--- src/rtl/mult_booth_if.sv ---
// Operand/result bundle between the control unit and the Booth multiplier.
// The master issues start with its operands; the slave (the multiplier) returns status and product.
interface mult_booth_if #(
  parameter int WIDTH = 32
);
  logic             start;
  logic [WIDTH-1:0] a;
  logic [WIDTH-1:0] b;
  logic             busy;
  logic             done;
  logic [WIDTH-1:0] hi;
  logic [WIDTH-1:0] lo;

  modport master (
    output start, a, b,
    input  busy, done, hi, lo
  );

  modport slave (
    input  start, a, b,
    output busy, done, hi, lo
  );
endinterface

--- src/rtl/mult_booth.sv ---
// Sequential radix-2 Booth signed multiplier feeding the HI/LO registers for MULT.
// One Booth step per clock; the product appears in hi/lo WIDTH cycles after start is taken.
module mult_booth #(
  parameter int WIDTH = 32
) (
  input  logic         clk,
  input  logic         reset,
  mult_booth_if.slave  bus
);

  localparam int CW = (WIDTH > 1) ? $clog2(WIDTH) : 1;

  typedef enum logic [1:0] {
    S_IDLE,
    S_RUN,
    S_DONE
  } state_t;

  state_t state, state_next;

  // One extra accumulator bit keeps ACC-M exact even for the most negative operands.
  logic signed [WIDTH:0]     m;
  logic signed [WIDTH:0]     acc;
  logic        [WIDTH-1:0]   q;
  logic                      q_m1;
  logic        [CW-1:0]      count;
  logic        [WIDTH-1:0]   hi_q;
  logic        [WIDTH-1:0]   lo_q;

  logic signed [WIDTH:0]     acc_sum;
  logic signed [2*WIDTH+1:0] step_vec;
  logic signed [WIDTH:0]     acc_shift;
  logic        [WIDTH-1:0]   q_shift;
  logic                      q_m1_shift;
  logic                      last_step;

  assign last_step = (count == CW'(WIDTH - 1));

  // Booth recoding of the current multiplier bit pair, then the arithmetic shift.
  always_comb begin
    // NOTE: every variable gets a default before any branch so no latch is inferred.
    acc_sum = acc;
    unique case ({q[0], q_m1})
      2'b01:   acc_sum = acc + m;
      2'b10:   acc_sum = acc - m;
      default: acc_sum = acc;
    endcase
    step_vec   = {acc_sum, q, q_m1};
    step_vec   = step_vec >>> 1;
    acc_shift  = step_vec[2*WIDTH+1 -: WIDTH+1];
    q_shift    = step_vec[WIDTH:1];
    q_m1_shift = step_vec[0];
  end

  always_ff @(posedge clk or posedge reset) begin
    // NOTE: sequential state uses non-blocking assignments so all registers update together.
    if (reset) state <= S_IDLE;
    else       state <= state_next;
  end

  always_comb begin
    state_next = state;
    unique case (state)
      S_IDLE:  if (bus.start) state_next = S_RUN;
      S_RUN:   if (last_step) state_next = S_DONE;
      S_DONE:  state_next = S_IDLE;
      default: state_next = S_IDLE;
    endcase
  end

  always_ff @(posedge clk or posedge reset) begin
    if (reset) begin
      m     <= '0;
      acc   <= '0;
      q     <= '0;
      q_m1  <= 1'b0;
      count <= '0;
      hi_q  <= '0;
      lo_q  <= '0;
    end else begin
      unique case (state)
        S_IDLE: begin
          if (bus.start) begin
            m     <= {bus.a[WIDTH-1], bus.a};
            acc   <= '0;
            q     <= bus.b;
            q_m1  <= 1'b0;
            count <= '0;
          end
        end
        S_RUN: begin
          acc   <= acc_shift;
          q     <= q_shift;
          q_m1  <= q_m1_shift;
          count <= count + CW'(1);
          // hi/lo are only written here, so intermediate partial products never leak out.
          if (last_step) begin
            hi_q <= acc_shift[WIDTH-1:0];
            lo_q <= q_shift;
          end
        end
        default: ;
      endcase
    end
  end

  // Status is decoded purely from the state register: no input-to-output path.
  assign bus.busy = (state != S_IDLE);
  assign bus.done = (state == S_DONE);
  assign bus.hi   = hi_q;
  assign bus.lo   = lo_q;

endmodule

--- src/flat_wrapper.sv ---
// flat-port wrapper written by rule: the top's interface ports become plain ports
module mult_booth_flat 
#(
  parameter int WIDTH = 32
)
  (clk, reset, bus_start, bus_a, bus_b, bus_busy, bus_done, bus_hi, bus_lo);
  mult_booth_if #(.WIDTH(WIDTH)) bus_i ();
  input  logic clk;
  input  logic reset;
  input wire logic [$bits(bus_i.start)-1:0] bus_start;
  input wire logic [$bits(bus_i.a)-1:0] bus_a;
  input wire logic [$bits(bus_i.b)-1:0] bus_b;
  output wire logic [$bits(bus_i.busy)-1:0] bus_busy;
  output wire logic [$bits(bus_i.done)-1:0] bus_done;
  output wire logic [$bits(bus_i.hi)-1:0] bus_hi;
  output wire logic [$bits(bus_i.lo)-1:0] bus_lo;
  assign bus_i.start = bus_start;
  assign bus_i.a = bus_a;
  assign bus_i.b = bus_b;
  assign bus_busy = bus_i.busy;
  assign bus_done = bus_i.done;
  assign bus_hi = bus_i.hi;
  assign bus_lo = bus_i.lo;
  mult_booth #(.WIDTH(WIDTH)) u_core (.clk(clk), .reset(reset), .bus(bus_i));
endmodule
--- config.mk ---
export PLATFORM = sky130hd
export DESIGN_NAME = mult_booth_flat
export DESIGN_NICKNAME = d
export VERILOG_FILES = /design/src/rtl/mult_booth_if.sv /design/src/rtl/mult_booth.sv /design/src/flat_wrapper.sv
export SDC_FILE = /design/constraint.sdc
export NUM_CORES = 1
export LEC_CHECK = 0
export BUFFER_PORTS_ARGS = -buffer_cell sky130_fd_sc_hd__clkbuf_2
export CAP_MARGIN = 5
export CORE_UTILIZATION = 58
export CTS_CLUSTER_DIAMETER = 40
export DETAILED_ROUTE_END_ITERATION = 8
export GPL_ROUTABILITY_DRIVEN = 0
export GPL_TIMING_DRIVEN = 0
export MAX_ROUTING_LAYER = met4
export PLACE_DENSITY = 0.91
export SLEW_MARGIN = 15
export SYNTH_ARGS = -nofsm -noshare
export SYNTH_HDL_FRONTEND = slang
export SYNTH_SLANG_ARGS = --single-unit
--- constraint.sdc ---
create_clock -name clk -period 6.8 [get_ports clk]
set_input_delay 0.68 -clock clk [delete_from_list [all_inputs] [get_ports clk]]
set_output_delay 0.68 -clock clk [all_outputs]
set_load 0.005 [all_outputs]
==> results of run 1 <==
## worst max path at each step
| stage | from | endpoint | slack, ps | cells after the start |
|---|---|---|---|---|
| finish | u_core.m[3]$_DFFE_PP0P_ | u_core.bus.hi[29]$_DFFE_PP0P_ | 1620 | 18 |
| global route | u_core.m[3]$_DFFE_PP0P_ | u_core.bus.hi[29]$_DFFE_PP0P_ | 1420 | 18 |
| detailed placement | u_core.m[3]$_DFFE_PP0P_ | u_core.acc[31]$_DFFE_PP0P_ | 1880 | 17 |
| floorplan | reset | u_core.acc[0]$_DFFE_PP0P_ | 1570 | 1 |
| CTS | u_core.m[3]$_DFFE_PP0P_ | u_core.bus.hi[29]$_DFFE_PP0P_ | 1730 | 18 |
| global placement | reset | u_core.m[17]$_DFFE_PP0P_ | -150 | 2 |
## registers in the layout (all words and copies together) (netlist names)
name           flops
u_core.count       5
u_core.state       2
u_core.m          32
u_core.bus.lo     32
u_core.bus.hi     32
u_core.q_m1        1
u_core.q          32
u_core.acc        32
## cell families after synthesis
group | Yosys count | share of synthesized area, %
flops | 168 | 46.1
xor+xnor | 54 | 5.18
compound gates | 239 | 15.6
mux | 14 | 1.58
buf+inv | 83 | 3.72
simple gates | 485 | 22.7
fa+ha+maj | 37 | 5.16
## cells in the mapped netlist (all sizes together), types with 3 or more instances
| cell type | n | area [um^2] |
|---|---|---|
| a211oi | 4 | 30.0 |
| a21o | 10 | 75.1 |
| a21oi | 54 | 274 |
| a31oi | 14 | 87.6 |
| and2 | 6 | 40.0 |
| and3 | 9 | 57.6 |
| buf | 6 | 30.0 |
| clkbuf | 52 | 215 |
| dfrtp | 168 | 4200 |
| ha | 36 | 450 |
| inv | 25 | 93.8 |
| mux2 | 3 | 33.8 |
| mux2i | 11 | 110 |
| nand2 | 257 | 965 |
| nand2b | 4 | 25.0 |
| nand3 | 43 | 228 |
| nand4 | 6 | 37.5 |
| nor2 | 116 | 435 |
| nor2b | 7 | 43.8 |
| nor3 | 20 | 111 |
| o211ai | 4 | 30.0 |
| o21a | 6 | 45.0 |
| o21ai | 87 | 435 |
| o22ai | 32 | 200 |
| o31ai | 8 | 73.8 |
| or3 | 5 | 36.3 |
| or4 | 4 | 30.0 |
| xnor2 | 44 | 385 |
| xor2 | 10 | 87.6 |
## final cells by class
type	instances	area share (%)
clock inverters	15	1.73
multi-input cells	829	42.8
inverters	25	0.948
plain buffers	58	2.29
flip-flops and latches	168	39.3
well taps	211	2.47
repair buffers	133	6.44
clock buffers	17	3.98
## per-layer routing
| metal | vias to the layer above | track usage (%) |
|---|---|---|
| met5 | - | - |
| met4 | 0 | 15.3 |
| met3 | 95 | 7.54 |
| met2 | 436 | 53.7 |
| met1 | 4135 | 41.3 |
| li1 | 4006 | - |
## per-stage QoR
stage	setup WS (ps)	cells	setup TNS, ps
floorplan	1570	1080	0
global route	1420	1456	0
global placement	-149	1423	-23070
CTS	1730	1456	0
detailed placement	1880	1424	0
finish	1620	1456	0
==> results.json, run 1 <==
{
  "status": "complete, no violations",
  "cts.sinks": 168,
  "seq_area_frac_synth_pct": 46.1,
  "place_area_um2": 10100,
  "diodes": 0,
  "cts_setup_buffers": 0,
  "reg2reg_slack_ps": 1620,
  "critPathRequiredTime_ps": 7180,
  "grt_max_degree": 106,
  "avgSynthCellArea_um2": 8.45,
  "dieHeight_um": 127,
  "holdWs_ps": 247,
  "clock_skew_ps": 10.4,
  "cp.arrival_ps": 5560,
  "crit_buf_inv": 0,
  "first_global_vias": 8572,
  "clkSlewWorstSetupHoldPaths_ps": 70,
  "clock-root-buffer": "clkbuf_16",
  "grt-ovfl-total": 0,
  "clk_path_buf_depth": 2,
  "max_freq_mhz": 193,
  "drt_first_pass_iters": 5,
  "startpoint_type": "flop",
  "crit_fanout": 6,
  "ys.warnings.count": 0,
  "finalInstanceArea_um2": 10700,
  "crit_slowest_cell": "or4_1",
  "ctsResizeCount": 0,
  "rsz0062_at_grt": "no",
  "met2_length_um": 12200,
  "netlist_area_um2": 9120,
  "cp_top_family": "simple AND/OR/NAND/NOR gates",
  "max_stage_delay_ps": 570,
  "end_kind": "flop",
  "path_cells": "or4_1 -> or3_4 -> and2b_2 -> nor2b_1 -> and3_1 -> nor2_1 -> nor2_1 -> nor2_1 -> xnor2_1 -> ha_1 -> a21o_1 -> a21o_1 -> a21oi_1 -> o21ai_0 -> a2111oi_0 -> a21oi_1 -> or3_1 -> nand3_1",
  "multi_input_area_um2": 4580,
  "antenna_left": 0,
  "maxSlewHeadroom_pct": 46.8,
  "io_buffers": 132,
  "ff_latch_area_um2": 4200,
  "routed-wl-met3_um": 2020,
  "crit_type": "reg -> reg",
  "rr_worst_depth": 18,
  "drive_gt1_share_pct": 14.6,
  "tightest_slew_ps": 797,
  "worstSkewPairLatency_ps": 450,
  "timing.final.crit_share_pct": 76.2,
  "wire_per_inst_um": 17.4,
  "synth-seq-cells": 168,
  "htreeDepth": 4,
  "min_period_ps": 5180,
  "post-route-drc-count": 0,
  "worst_hold_path_type": "in -> async",
  "synth_enable_flop_cells": 0,
  "antenna_found_initial": 0,
  "ios": 133,
  "final_util_pct": 70.1,
  "vias_per_cell": 5.96,
  "tritoncts": "yes",
  "setup_viol": 0,
  "cts_hold_buffers": 0,
  "dr.max_layer_used": "met4",
  "rows": 45,
  "cap_violations": 0,
  "rr_startpoint": "u_core.m[3]$_DFFE_PP0P_",
  "ys_types": 59,
  "layout_commonest_cell": "nand2_1",
  "syn_inst": 1080,
  "floorplan.initialDensity_pct": 59.8,
  "grt_pass1_wl_um": 41300,
  "crit_path_frequent_cell": "nor2_1",
  "nets": 1336,
  "layout_common_cells": "nand2_1, dfrtp_1, clkbuf_2",
  "synthFlopType": "dfrtp_1",
  "grtUsageTotal_pct": 33.8,
  "die_w_um": 127,
  "wl_um": 25300,
  "dp_hpwl_um": 18100,
  "slew_violations": 0,
  "wl_met1_um": 10200,
  "final_hold_viol_count": 0,
  "fp.dieArea_um2": 16200,
  "nFillCells": 1173,
  "first_iter_violations": 734,
  "cts_buffers": 17,
  "areaGrowthSynthToFinish_pct": 17.2,
  "async_flop_share_pct": 100,
  "synth_nets": 1184,
  "core_um2": 15300,
  "vias": 8672,
  "reg2reg_to": "u_core.bus.hi[29]$_DFFE_PP0P_"
}
Power of run 1 is not shown: default switching activity piles up to over one toggle a cycle in this logic, so the estimate is an artifact.
==> run 2: changes to the inputs <==
Settings changed: CORE_UTILIZATION 58 to 52, PLACE_DENSITY 0.91 to 0.87.
Clock period 6.8 ns to 4.5 ns, I/O delays scaled along.
==> run 2 against run 1 <==
  * Hold slack worse by 210 ps
  * Clock skew fell by 1.4 ps
  * Wire length up 5.1%
  * Largest cell class unchanged
  * Non-clock buffer count grew 18
  * Clock-buffer cell count rose by 2
  * Cell area rose by 3.4%
  * Sequential cell count did not move
  * Critical endpoint is now u_core.bus.hi[30]$_DFFE_PP0P_
  * Critical path depth is the same
  * Core utilization shrank 6.0 points
  * Die area rose by 11%
  * Setup slack lost 1600 ps
==> results.json, run 2 (same netlist as run 1, synthesis figures left out) <==
{
  "startpoint_type": "flop",
  "worstSkewPairLatency_ps": 440,
  "max_stage_delay_ps": 520,
  "grtUsageTotal_pct": 30.7,
  "drive_gt1_share_pct": 18.4,
  "first_iter_violations": 958,
  "maxSlewHeadroom_pct": 44.9,
  "areaGrowthSynthToFinish_pct": 21.1,
  "rr_worst_depth": 18,
  "grt_pass1_wl_um": 42000,
  "clock_skew_ps": 9.01,
  "htreeDepth": 4,
  "grt-ovfl-total": 0,
  "layout_common_cells": "nand2_1, dfrtp_1, clkbuf_2",
  "nets": 1354,
  "dieHeight_um": 134,
  "cap_violations": 0,
  "fp.dieArea_um2": 18100,
  "rr_startpoint": "u_core.m[10]$_DFFE_PP0P_",
  "io_buffers": 132,
  "setup_viol": 0,
  "wl_um": 26600,
  "min_period_ps": 4450,
  "cts_hold_buffers": 0,
  "final_hold_viol_count": 0,
  "crit_path_start": "u_core.m[10]$_DFFE_PP0P_",
  "tritoncts": "yes",
  "crit_slowest_cell": "nor3_1",
  "timing.final.crit_share_pct": 99.0,
  "end_kind": "flop",
  "tightest_slew_ps": 827,
  "clock-root-buffer": "clkbuf_16",
  "layout_commonest_cell": "nand2_1",
  "antenna_left": 0,
  "cts.sinks": 168,
  "place_ws_ps": -469,
  "post-route-drc-count": 0,
  "max_freq_mhz": 225,
  "reg2reg_to": "u_core.bus.hi[30]$_DFFE_PP0P_",
  "crit_path_frequent_cell": "nor3_1",
  "fin_ws_ps": 46.7,
  "slew_violations": 0,
  "status": "complete, no violations",
  "clk_path_buf_depth": 2,
  "antenna_found_initial": 0,
  "grt_max_degree": 38,
  "ios": 133,
  "clkSlewWorstSetupHoldPaths_ps": 70,
  "vias_per_cell": 5.90,
  "cp.arrival_ps": 4800,
  "crit_fanout": 7,
  "diodes": 0,
  "die_w_um": 134,
  "wire_per_inst_um": 17.9,
  "core_um2": 17200,
  "first_global_vias": 8423,
  "rows": 48,
  "vias": 8781,
  "drt_first_pass_iters": 6,
  "critPathRequiredTime_ps": 4850,
  "rsz0062_at_grt": "yes",
  "path_cells": "nor3_1 -> nand2_1 -> nor3_1 -> and2_4 -> nand2_1 -> nor3_1 -> nor2_1 -> xnor2_1 -> ha_1 -> a21oi_1 -> nor2b_1 -> o21ai_0 -> nand2b_1 -> o21ai_1 -> a211oi_2 -> o21a_1 -> o31a_1 -> o21ai_0",
  "crit_type": "reg -> reg",
  "worst_hold_path_type": "in -> async",
  "floorplan.initialDensity_pct": 52.9,
  "dp_hpwl_um": 18500,
  "reg2reg_slack_ps": 50,
  "cts_buffers": 17
}
[run 2: cell count changes in the layout (fill, tap and decap cells not counted), sizes merged]
cell,delta
buf,+21
bufinv,-1
clkbuf,-1
clkinv,+2
clkinvlp,-3
[run 2: worst max-delay path by stage]
stage / end / slack [ps] / cells past startpoint
3_3_place_gp: u_core.acc[31]$_DFFE_PP0P_ / -380 / 17
6_report: u_core.bus.hi[30]$_DFFE_PP0P_ / 50 / 18
3_5_place_dp: u_core.acc[31]$_DFFE_PP0P_ / -470 / 17
4_1_cts: u_core.acc[30]$_DFFE_PP0P_ / -2 / 16
2_1_floorplan: u_core.acc[29]$_DFFE_PP0P_ / 230 / 18
5_1_grt: u_core.bus.hi[17]$_DFFE_PP0P_ / -90 / 15
[run 2: worst max-delay path, delay by kind of cell, from the launching register on]
kind / cells / cell delay [ps]
compound gates: 7 / 1340
flops: 1 / 430
fa+ha+maj: 1 / 390
xor+xnor: 1 / 160
simple gates: 9 / 2080
[run 2: final cells by class]
cell class,instances,area [um^2]
Fill cell,1391,6180
Multi-Input combinational cell,829,4760
Sequential cell,168,4210
Timing Repair Buffer,154,896
Clock buffer,19,443
Tap cell,225,282
Buffer,55,236
Clock inverter,13,135
Inverter,25,97.6
[run 2: per-stage QoR]
step                      hold slack [ps]  cell area, um^2  instances  utilization [%]  TNS, ps
final                                39.0            11100       1488             64.1        0
after global routing                 63.4            11100       1488             64.1     -451
after CTS                            39.1            10800       1476             62.8    -2.47
after detailed placement              462            10200       1442             59.0    -5880
after global placement                459            10100       1437             58.4    -3540
after floorplan                       449             9130       1080                -        0
[run 2: what timing repair did]
item | in CTS | in global routing
endpoints found under the setup margin | 32 | 30
pin swaps | 6 | 22
setup buffers | 5 | 12
gates resized for setup | 11 | 36
[run 2: per-layer routing]
layer  up-vias  global-route usage [%]  wire [um]
met5         -                       -          0
met4         0                    14.6       1250
met3       121                    8.30       2420
met2       495                    47.2      12300
met1      4144                    37.6      10600
li1       4021                       -          -
Power of run 2 is left out for the same reason.
==> run 3: changes to the inputs <==
Settings changed: BUFFER_PORTS_ARGS -buffer_cell sky130_fd_sc_hd__clkbuf_2 to default, CORE_UTILIZATION 52 to 58, DONT_BUFFER_PORTS from default to 1, PLACE_DENSITY 0.87 to 0.86, RECOVER_POWER from default to 50, SKIP_CTS_REPAIR_TIMING from default to 1.
==> run 3 against run 2 <==
  * The flow now finishes with violations (max-capacitance violations, max-slew violations, negative setup slack)
  * Clock skew increased by 1.6 ps
  * Critical path depth decreased by 2
  * Hold slack better by 71 ps
  * Final cell count is 9.7% lower
  * Global-route usage increased by 1.5 points
  * Core utilization rose by 3.7 points
  * Clock-buffer cell count fell by 1
  * Via count fell by 5.9%
  * Register-to-register slack worse by 100 ps
  * Die area is 10% lower
  * Cell area decreased by 6.3%
  * Critical path type unchanged
  * Critical endpoint is now u_core.acc[31]$_DFFE_PP0P_
  * Highest routed layer unchanged
==> results.json, run 3 (same netlist as run 1, synthesis figures left out) <==
{
  "cap_violations": 4,
  "diodes": 0,
  "die_w_um": 127,
  "holdWs_ps": 110,
  "tightest_slew_ps": 1820,
  "vias_per_cell": 6.15,
  "dp_hpwl_um": 17900,
  "layout_common_cells": "nand2_1, dfrtp_1, nor2_1",
  "fp.dieArea_um2": 16200,
  "grtUsageTotal_pct": 32.2,
  "cts_buffers": 17,
  "timing.final.crit_share_pct": 101,
  "antenna_left": 0,
  "violations": "max-capacitance violations, max-slew violations, negative setup slack",
  "final_hold_viol_count": 0,
  "areaGrowthSynthToFinish_pct": 13.5,
  "maxSlewHeadroom_pct": -21.1,
  "tritoncts": "yes",
  "max_freq_mhz": 220,
  "dieHeight_um": 127,
  "dpl.cell_count": 1296,
  "cp.arrival_ps": 4910,
  "crit_type": "reg -> reg",
  "startpoint_type": "flop",
  "grt-ovfl-total": 0,
  "clock_skew_ps": 10.6,
  "ios": 133,
  "layout_commonest_cell": "nand2_1",
  "tns_ps": -53.6,
  "end_kind": "flop",
  "status": "complete, but fails checks",
  "worst_hold_path_type": "in -> reg",
  "drt_first_pass_iters": 5,
  "vias": 8261,
  "core_um2": 15300,
  "io_buffers": 0,
  "antenna_found_initial": 0,
  "min_period_ps": 4550,
  "place_area_um2": 9490,
  "cts.sinks": 168,
  "rsz0062_at_grt": "yes",
  "grt_max_degree": 37,
  "nets": 1224,
  "wire_per_inst_um": 18.9,
  "final_cell_count_no_fill": 1344,
  "grt_pass1_wl_um": 39500,
  "fin_ws_ps": -53.6,
  "post-route-drc-count": 0,
  "clk_path_buf_depth": 2,
  "clkSlewWorstSetupHoldPaths_ps": 70,
  "first_global_vias": 7996,
  "drive_gt1_share_pct": 8.91,
  "finalInstanceArea_um2": 10400,
  "htreeDepth": 4,
  "critPathRequiredTime_ps": 4860,
  "worstSkewPairLatency_ps": 440,
  "rows": 45,
  "first_iter_violations": 761,
  "setup_viol": 1,
  "floorplan.initialDensity_pct": 59.8,
  "wl_um": 25400,
  "slew_violations": 103,
  "crit_fanout": 7,
  "clock-root-buffer": "clkbuf_16"
}
==> run 3: worst max-delay path, cell delays in order (launching register included) <==
cell	delay (ps)
dfrtp_2	430
or4_4	540
or3_4	360
and2b_2	230
nor2b_4	240
and3_4	270
a21oi_1	90
xnor2_1	320
ha_4	290
a21oi_4	170
a21oi_1	110
a21oi_2	180
o22a_1	230
o2111ai_4	130
and3_4	190
or4_1	490
o211ai_1	200
==> run 3: area by class of cell <==
cell class,instances,area [um^2]
multi-input cells,829,4740
repair buffers,24,189
clock inverters,14,181
well taps,211,264
plain buffers,55,236
fillers,1152,4900
flip-flops and latches,168,4210
inverters,25,95.1
clock buffers,18,439
==> run 3: layer usage <==
layer / part of all wire (%) / global-route usage [%] / vias up
met1: 40 / 39.3 / 3986
met4: 4.1 / 14.8 / 0
met3: 9.0 / 7.87 / 83
met2: 47 / 50.6 / 427
li1: - / - / 3765
met5: 0 / - / -
==> run 3: per-stage QoR <==
step / utilization, % / setup slack, ps
after floorplan: - / 232
after CTS: 66.3 / -515
after detailed placement: 62.2 / -484
final: 67.9 / -53.6
after global routing: 67.9 / -194
after global placement: 61.5 / -402
==> run 3: final timing paths <==
kind | from | end | slack [ps] | depth (start not counted)
worst max-delay path | u_core.m[3]$_DFFE_PP0P_ | u_core.acc[31]$_DFFE_PP0P_ | -50 | 16
worst min-delay path | bus_a[28] | u_core.m[28]$_DFFE_PP0P_ | 110 | 2
worst max register to register | u_core.m[3]$_DFFE_PP0P_ | u_core.acc[31]$_DFFE_PP0P_ | -50 | 16
worst min register to register | u_core.count[3]$_DFFE_PP0P_ | u_core.count[3]$_DFFE_PP0P_ | 480 | 1
max in group asynchronous | reset | u_core.m[20]$_DFFE_PP0P_ | 770 | 4
min in group asynchronous | reset | u_core.bus.hi[0]$_DFFE_PP0P_ | 490 | 2
Power of run 3 is left out for the same reason.
